===== src/rtl/i2c_reg_config.sv =====
// Camera register-init sequencer: after the power-up delay, walks the OV9281 init table and hands
// one {dev, reg_hi, reg_lo, data} word per transfer to the i2c write engine, retrying on NACK.
module i2c_reg_config #(
  parameter int         PWR_DELAY  = 4000,
  parameter int         GAP_CYCLES = 4,
  parameter int         MAX_RETRY  = 3,
  parameter int         REG_NUM    = 64,
  parameter logic [7:0] DEV_ADDR   = 8'hC0,
  parameter int         DELAY_UNIT = 20
) (
  input  logic        clock_i2c,
  input  logic        camera_rstn,
  input  logic        cfg_restart,
  input  logic        tr_end,
  input  logic        ack,
  output logic        start,
  output logic [31:0] i2c_data,
  output logic [7:0]  reg_index,
  output logic        cfg_done,
  output logic        cfg_err
);

  localparam int RW = (MAX_RETRY > 0) ? $clog2(MAX_RETRY + 1) : 1;

  // state    | meaning
  // PWR_WAIT | sensor power-up settle time
  // LOAD     | fetch table[reg_index] into i2c_data
  // SEND     | start high, waiting for the engine's tr_end
  // CHECK    | judge ack, pick advance / retry / error
  // GAP      | start low so the engine drops tr_end and rewinds
  // ADV      | step to next entry or finish
  // DELAY    | timed wait entry, no bus traffic
  // DONE     | table complete; ERROR: entry ran out of retries
  typedef enum logic [3:0] {
    PWR_WAIT, LOAD, SEND, CHECK, GAP, ADV, DELAY, DONE, ERROR
  } state_t;

  state_t          state, state_n;
  logic [15:0]     cnt, cnt_n;
  logic [RW-1:0]   retry, retry_n;
  logic [7:0]      index_n;
  logic [31:0]     data_n;
  logic            done_n, err_n, start_n;
  logic [24:0]     entry;
  logic [15:0]     delay_len;

  function automatic logic [24:0] table_lookup(input logic [7:0] idx);
    case (idx)
      8'd0:  return {1'b0, 16'h0103, 8'h01};
      8'd1:  return {1'b1, 16'h0000, 8'd10};
      8'd2:  return {1'b0, 16'h0302, 8'h32};
      8'd3:  return {1'b0, 16'h030d, 8'h50};
      8'd4:  return {1'b0, 16'h030e, 8'h02};
      8'd5:  return {1'b0, 16'h3001, 8'h00};
      8'd6:  return {1'b0, 16'h3004, 8'h00};
      8'd7:  return {1'b0, 16'h3005, 8'h00};
      8'd8:  return {1'b0, 16'h3006, 8'h04};
      8'd9:  return {1'b0, 16'h3011, 8'h0a};
      8'd10: return {1'b0, 16'h3013, 8'h18};
      8'd11: return {1'b0, 16'h301c, 8'hf0};
      8'd12: return {1'b0, 16'h3022, 8'h01};
      8'd13: return {1'b0, 16'h3030, 8'h10};
      8'd14: return {1'b0, 16'h3039, 8'h32};
      8'd15: return {1'b0, 16'h303a, 8'h00};
      8'd16: return {1'b0, 16'h3500, 8'h00};
      8'd17: return {1'b0, 16'h3501, 8'h2a};
      8'd18: return {1'b0, 16'h3502, 8'h90};
      8'd19: return {1'b0, 16'h3503, 8'h08};
      8'd20: return {1'b0, 16'h3505, 8'h8c};
      8'd21: return {1'b0, 16'h3507, 8'h03};
      8'd22: return {1'b0, 16'h3508, 8'h00};
      8'd23: return {1'b0, 16'h3509, 8'h10};
      8'd24: return {1'b0, 16'h3610, 8'h80};
      8'd25: return {1'b0, 16'h3611, 8'ha0};
      8'd26: return {1'b0, 16'h3620, 8'h6e};
      8'd27: return {1'b0, 16'h3632, 8'h56};
      8'd28: return {1'b0, 16'h3633, 8'h78};
      8'd29: return {1'b0, 16'h3662, 8'h05};
      8'd30: return {1'b0, 16'h3666, 8'h00};
      8'd31: return {1'b0, 16'h366f, 8'h5a};
      8'd32: return {1'b0, 16'h3680, 8'h84};
      8'd33: return {1'b0, 16'h3712, 8'h80};
      8'd34: return {1'b0, 16'h372d, 8'h22};
      8'd35: return {1'b0, 16'h3731, 8'h80};
      8'd36: return {1'b0, 16'h3732, 8'h30};
      8'd37: return {1'b0, 16'h3778, 8'h00};
      8'd38: return {1'b0, 16'h377d, 8'h22};
      8'd39: return {1'b0, 16'h3788, 8'h02};
      8'd40: return {1'b0, 16'h3789, 8'ha4};
      8'd41: return {1'b0, 16'h378a, 8'h00};
      8'd42: return {1'b0, 16'h378b, 8'h4a};
      8'd43: return {1'b0, 16'h3799, 8'h20};
      8'd44: return {1'b0, 16'h3800, 8'h00};
      8'd45: return {1'b0, 16'h3801, 8'h00};
      8'd46: return {1'b0, 16'h3802, 8'h00};
      8'd47: return {1'b0, 16'h3803, 8'h00};
      8'd48: return {1'b0, 16'h3804, 8'h05};
      8'd49: return {1'b0, 16'h3805, 8'h0f};
      8'd50: return {1'b0, 16'h3806, 8'h03};
      8'd51: return {1'b0, 16'h3807, 8'h2f};
      8'd52: return {1'b0, 16'h3808, 8'h05};
      8'd53: return {1'b0, 16'h3809, 8'h00};
      8'd54: return {1'b0, 16'h380a, 8'h03};
      8'd55: return {1'b0, 16'h380b, 8'h20};
      8'd56: return {1'b0, 16'h380c, 8'h02};
      8'd57: return {1'b0, 16'h380d, 8'hd8};
      8'd58: return {1'b0, 16'h380e, 8'h03};
      8'd59: return {1'b0, 16'h380f, 8'h8e};
      8'd60: return {1'b0, 16'h3810, 8'h00};
      8'd61: return {1'b0, 16'h3811, 8'h08};
      8'd62: return {1'b0, 16'h3812, 8'h00};
      8'd63: return {1'b0, 16'h0100, 8'h01};
      // Out-of-range index reads as a zero-length delay so it can never hit the bus.
      default: return {1'b1, 16'h0000, 8'h00};
    endcase
  endfunction

  assign entry     = table_lookup(reg_index);
  assign delay_len = 16'(i2c_data[7:0]) * 16'(DELAY_UNIT);

  always_comb begin
    state_n = state;
    retry_n = retry;
    index_n = reg_index;
    data_n  = i2c_data;
    done_n  = cfg_done;
    err_n   = cfg_err;
    case (state)
      PWR_WAIT: if (cnt == 16'(PWR_DELAY - 1)) state_n = LOAD;
      LOAD: begin
        data_n  = {DEV_ADDR, entry[23:0]};
        state_n = entry[24] ? DELAY : SEND;
      end
      SEND: if (tr_end) state_n = CHECK;
      CHECK: begin
        if (!ack) begin
          retry_n = '0;
          state_n = ADV;
        end else if (retry < RW'(MAX_RETRY)) begin
          retry_n = retry + 1'b1;
          state_n = GAP;
        end else begin
          state_n = ERROR;
        end
      end
      GAP: if (cnt == 16'(GAP_CYCLES - 1)) state_n = LOAD;
      ADV: begin
        retry_n = '0;
        if (reg_index == 8'(REG_NUM - 1)) begin
          state_n = DONE;
        end else begin
          index_n = reg_index + 8'd1;
          state_n = GAP;
        end
      end
      DELAY: if ((cnt + 16'd1) >= delay_len) state_n = ADV;
      default: state_n = state;
    endcase
    if (state_n == DONE) done_n = 1'b1;
    if (state_n == ERROR) err_n = 1'b1;
    cnt_n = (state_n == state) ? cnt + 16'd1 : 16'd0;
    // Restart wins over everything, including an in-flight transfer.
    if (cfg_restart) begin
      state_n = GAP;
      cnt_n   = 16'd0;
      retry_n = '0;
      index_n = 8'd0;
      done_n  = 1'b0;
      err_n   = 1'b0;
    end
    start_n = (state_n == SEND) || (state_n == CHECK);
  end

  always_ff @(posedge clock_i2c or negedge camera_rstn) begin
    if (!camera_rstn) begin
      state     <= PWR_WAIT;
      cnt       <= 16'd0;
      retry     <= '0;
      reg_index <= 8'd0;
      i2c_data  <= 32'd0;
      start     <= 1'b0;
      cfg_done  <= 1'b0;
      cfg_err   <= 1'b0;
    end else begin
      state     <= state_n;
      cnt       <= cnt_n;
      retry     <= retry_n;
      reg_index <= index_n;
      i2c_data  <= data_n;
      start     <= start_n;
      cfg_done  <= done_n;
      cfg_err   <= err_n;
    end
  end

endmodule


===== config.mk =====
export PLATFORM = sky130hd
export DESIGN_NAME = i2c_reg_config
export DESIGN_NICKNAME = d
export VERILOG_FILES = /design/src/rtl/i2c_reg_config.sv
export SDC_FILE = /design/constraint.sdc
export NUM_CORES = 1
export LEC_CHECK = 0
export ABC_CLOCK_PERIOD_IN_PS = 4900
export BUFFER_PORTS_ARGS = -buffer_cell sky130_fd_sc_hd__buf_2
export CAP_MARGIN = 0
export CORE_ASPECT_RATIO = 1.1
export CORE_MARGIN = 10
export CORE_UTILIZATION = 55
export CTS_BUF_LIST = sky130_fd_sc_hd__clkbuf_4
export CTS_CLUSTER_SIZE = 28
export DETAILED_ROUTE_END_ITERATION = 16
export PLACE_DENSITY = 0.75
export SLEW_MARGIN = 10
export SYNTH_ARGS = -nofsm -noshare
export SYNTH_HDL_FRONTEND = slang
export SYNTH_SLANG_ARGS = --single-unit

===== constraint.sdc =====
create_clock -name clock_i2c -period 4.9 [get_ports clock_i2c]
set_input_delay 0.735 -clock clock_i2c [delete_from_list [all_inputs] [get_ports clock_i2c]]
set_output_delay 0.735 -clock clock_i2c [all_outputs]
set_load 0.05 [all_outputs]

Yosys cells after proc, flatten, opt, wreduce, memory -nomap -nowiden --
Memories as Yosys holds them, arrays and structs flattened. Cells that the tools add are included.
Storage, ports and cells: register bits after elaboration 58, bits in read-only memories 1472, memories 1, output and inout bits 43, word-level logic and storage cells 64
Operators by class: muxes and demuxes 24, eq/ne operators 16, reduce and logical (&&, ||, !) cells 9, multiply operators 1, magnitude comparators 2, add/sub/neg operators 3
Memory list:
- (name not given) | words 64, width 23, rd ports 1, clocked after memory_dff 0, write ports 0, line 48 | case (idx)
Operators by type and width (number):
- two-way mux 16 bit | 2
- two-way mux 4 bit | 7
- one-hot mux 4 bit (7 select lines) | 1
- two-way mux 25 bit | 1
- two-way mux 8 bit | 3
- adder 16 x 1 -> 16 bit (second input constant) | 1
- == test 16 x 12 -> 1 bit (second input constant) | 1
- == test 16 x 2 -> 1 bit (second input constant) | 1
- == test 4 x 2 -> 1 bit (second input constant) | 4
- == test 4 x 3 -> 1 bit (second input constant) | 4
- >= comparator 16 x 13 -> 1 bit | 1
- multiplier 8 x 3 -> 11 bit (second input constant) | 1
- adder 8 x 1 -> 8 bit (second input constant) | 1
- == test 8 x 6 -> 1 bit (second input constant) | 1
- two-way mux 2 bit | 4
- nonzero test 2 bit | 3
- == test 4 x 1 -> 1 bit (second input constant) | 1
- == test 4 bit | 1
- == test 4 bit (second input constant) | 1
- logical NOT 4 bit | 1
- two-way mux 1 bit | 4
- inequality test 4 bit (second input constant) | 1
- one-hot mux 2 bit (2 select lines) | 1
- AND reduction 2 bit | 2
- other kinds (7) | 7

Depth between registers and ports, before layout --
depth after elaboration 7, depth in mapped cells 17, depth with buffers taken out 16

Worst setup path before layout --
Ideal clock, no wire load.
path type reg2reg, start register i2c_data[3], end register cfg_done, slack 0.991 ns, cell stages (with the launch flop) 17, path buffers 0, required time 4.799 ns, setup time 0.101 ns, period minus slack after synthesis 3.909 ns, arrival time 3.808 ns, cells stage by stage dfrtp_1 ha_1 ha_1 fa_1 a21oi_1 nor2_1 nor2_1 o21bai_1 a21oi_1 xor2_1 ha_1 a21oi_1 o21ai_0 and2_1 or4_1 o21a_1 o32ai_1
Between the ends: longest elaborated chain between the ends 6
RTL lines:
- start, declared | line 17 | output logic [31:0] i2c_data,
- start signal, assigned | line 189 | i2c_data <= data_n;
- multiplier 8 x 3 -> 11 bit | line 119 | assign delay_len = 16'(i2c_data[7:0]) * 16'(DELAY_UNIT);
- >= comparator 16 x 13 -> 1 bit | line 156 | DELAY: if ((cnt + 16'd1) >= delay_len) state_n = ADV;
- two-way mux 4 bit | line 156
- one-hot mux 4 bit (7 select lines) | line 128 | case (state)
- == test 4 x 3 -> 1 bit | line 159 | if (state_n == DONE) done_n = 1'b1;
- nonzero test 2 bit (no source line)
- end signal, assigned | line 191 | cfg_done <= done_n;
- end, declared | line 19 | output logic cfg_done,
Every way passes these cells. A chain may end at the register's enable or synchronous reset.

Worst setup path in the final report --
start register i2c_data[1], end register cfg_done
The elaborated chain is that of the path after synthesis.

==> flow_summary.yaml <==
route:
  totalWireLength_um: 12100
  route.antenna.remaining_nets: 0
  routed_via_density: 6.19
  vias: 4230
  drt_iter0_markers: 248
  drc: 0
  dr.pass1.iters: 7
  routedWlPerCell_um: 17.7
synthesis:
  synth_edf_count: 0
  syn_area_um2: 4680
  synthArstFlopShare: 1.00
  syn_inst: 561
  synth-seq-cells: 55
  postSynthAreaPerCell_um2: 8.35
  synth_ff_type: "dfrtp_1"
  seq_area_frac_synth: 0.294
  synth.distinct_cells: 70
  yosys_warnings: 0
sta:
  hold_viol: 0
  setup-tns-final_ns: 0
  rsz0062_at_grt: "false"
  fin_crit_ns: 3.94
  relSlewSlack: 0.418
  skew_ns: 0.00991
  fin_crit_sh: 0.805
  setup_ws_ns: 0.957
  holdWs_ns: 0.467
  finalMaxSlewViolations: 0
  fmax_mhz: 254
  final-setup-viol-count: 0
  tightest_slew_ns: 0.873
placement:
  portBuffers: 39
  dp.final_hpwl_um: 8720
  place_area_um2: 4850
  gp_congestion: 0.899
  place_ws_ns: 1.02
  dp.cells: 675
worst_setup_path:
  cpPeakStageDelay_ns: 0.51
  cp-start-kind: "flip-flop"
  crit_required_ns: 5.20
  critPathKind: "flip-flop to flip-flop"
  path_cells: "ha_1 > ha_1 > fa_1 > a21oi_1 > nor2_1 > nor2_1 > o21bai_1 > a21oi_1 > xor2_1 > ha_1 > a21oi_1 > o21ai_0 > and2_1 > or4_1 > o21a_1 > o32ai_1"
  cp_slowest_cell: "or4_1"
  crit_family: "adder cells"
  crit_arrival_ns: 4.24
  worst-path-max-fanout: 4
  endpoint_kind: "flip-flop"
  path_buf_inv: 0
clock_tree:
  cts_root_buf: "clkbuf_4"
  clkTransAtPathRegs_ns: 0.16
  cts_buffer_depth: 2
  cts_hold_buf: 0
  numCtsBuffers: 5
  ctsResizeCount: 0
  htreeDepth: 2
  cts_tree: "built"
  clk_latency_ns: 0.38
  post-cts-setup-buffer-count: 0
  cts.sinks: 55
die:
  die_w_um: 108
  start_util: 0.560
  core-area_um2: 8360
  die_h_um: 117
  num_rows: 35
  dieArea_um2: 12600
  ios: 48
final_layout:
  seq_area_um2: 1380
  area_growth_pct: 5.26
  fin_util: 0.590
  instances_no_fill: 683
  fillCellCount: 751
  drive_above_1_share: 0.138
  diodes: 0
  fin_area_um2: 4930
  multiInputGateArea_um2: 2980
  nNetsFinal: 618
run_status:
  status: "complete, no violations"
global_routing:
  antenna_found_initial: 0
  grt_pass1_vias: 4029
  grt_pass1_wl_um: 19800
  grt_usage: 0.190
  grt_overflow: 0
  grt_start_max_net_pins: 56
min_path:
  hp-class: "input pin to asynchronous set/reset pin"
pwr:
  powerDensity_nw_per_um2: 217
  p_leak_nw: 2.26
  power_mw: 1.07
  irDropWorstVdd_mv: 0.0995
job:
  maxCapViolations: 0
[report_power, final]
group	internal [mW]	total (mW)	switching [mW]	leakage [nW]
Clock	0.105	0.250	0.145	0.0426
Combinational	0.0893	0.300	0.211	1.46
Sequential	0.480	0.519	0.0394	0.760
Total	0.674	1.07	0.395	2.26
[synthesized netlist by cell type (10+ instances only)]
cell type	number	area (um^2)
ha_1	41	513
dfrtp_1	55	1380
nor3_1	17	85.1
buf_4	10	75.1
o21ai_0	38	190
clkbuf_1	31	116
nand3_1	18	90.1
xnor2_1	17	149
nor2_1	40	150
inv_1	29	109
nand2_1	59	221
a21oi_1	38	190
[sequential cells by signal, indices dropped and copies added, names as in the netlist]
register,count
cfg_done,1
cfg_err,1
cnt,16
i2c_data,22
reg_index,8
retry,2
start,1
state,4
[metal layers]
layer	routed length [um]	global-route usage	vias up
met5	0	0	-
met4	248	0.0668	0
met1	4980	0.233	2043
met3	596	0.0285	20
met2	6240	0.329	142
li1	-	-	2025
[layout make-up]
cell class,count,share of cell area
Clock buffer,5,0.00761
Clock inverter,3,0.00787
Inverter,31,0.0236
Multi-Input combinational cell,432,0.603
Sequential cell,55,0.279
Tap cell,111,0.0282
Timing Repair Buffer,46,0.0502
[logic make-up (layout without fill, tap and decap cells)]
family          Yosys count  after routing  synth area share
mux                      13             13            0.0414
flops                    55             55             0.294
fa+ha+maj                42             42             0.114
compound gates          149            149             0.207
other cells               1              8          0.000801
buf+inv                  81             85            0.0767
xor+xnor                 26             26            0.0486
simple gates            194            194             0.218
[cells in the final DEF, fill, tap and decap left out, types with 3 or more instances in the layout]
cell type	instances
a211oi_1	9
a21o_1	3
a21oi_1	38
a22o_1	7
a311oi_1	3
a31oi_1	9
buf_2	39
buf_4	7
clkbuf_4	5
conb_1	8
dfrtp_1	55
ha_1	41
inv_1	29
mux2i_1	7
mux4_2	5
nand2_1	59
nand2b_1	6
nand3_1	18
nor2_1	40
nor2b_1	9
nor3_1	17
nor3_2	9
nor3b_1	7
nor4_1	7
o211ai_1	4
o21ai_0	38
o221ai_1	5
o22ai_1	5
o311ai_0	4
or3_1	6
xnor2_1	17
xor2_1	9
[path summary, 6_finish.rpt]
path / slack, ns / from / endpoint / cells after the start
worst max-delay path: 0.96 / i2c_data[1]$_DFFE_PN0P_ / cfg_done$_DFFE_PN0P_ / 16
worst min-delay path: 0.47 / camera_rstn / state[1]$_DFF_PN0_ / 2
worst max register to register: 0.96 / i2c_data[1]$_DFFE_PN0P_ / cfg_done$_DFFE_PN0P_ / 16
worst min register to register: 0.50 / i2c_data[15]$_DFFE_PN0P_ / i2c_data[15]$_DFFE_PN0P_ / 2
max in group asynchronous: 3.97 / camera_rstn / i2c_data[8]$_DFFE_PN0P_ / 2
min in group clock_i2c: 0.50 / i2c_data[15]$_DFFE_PN0P_ / i2c_data[15]$_DFFE_PN0P_ / 2
(Power assumes the default switching activity.)
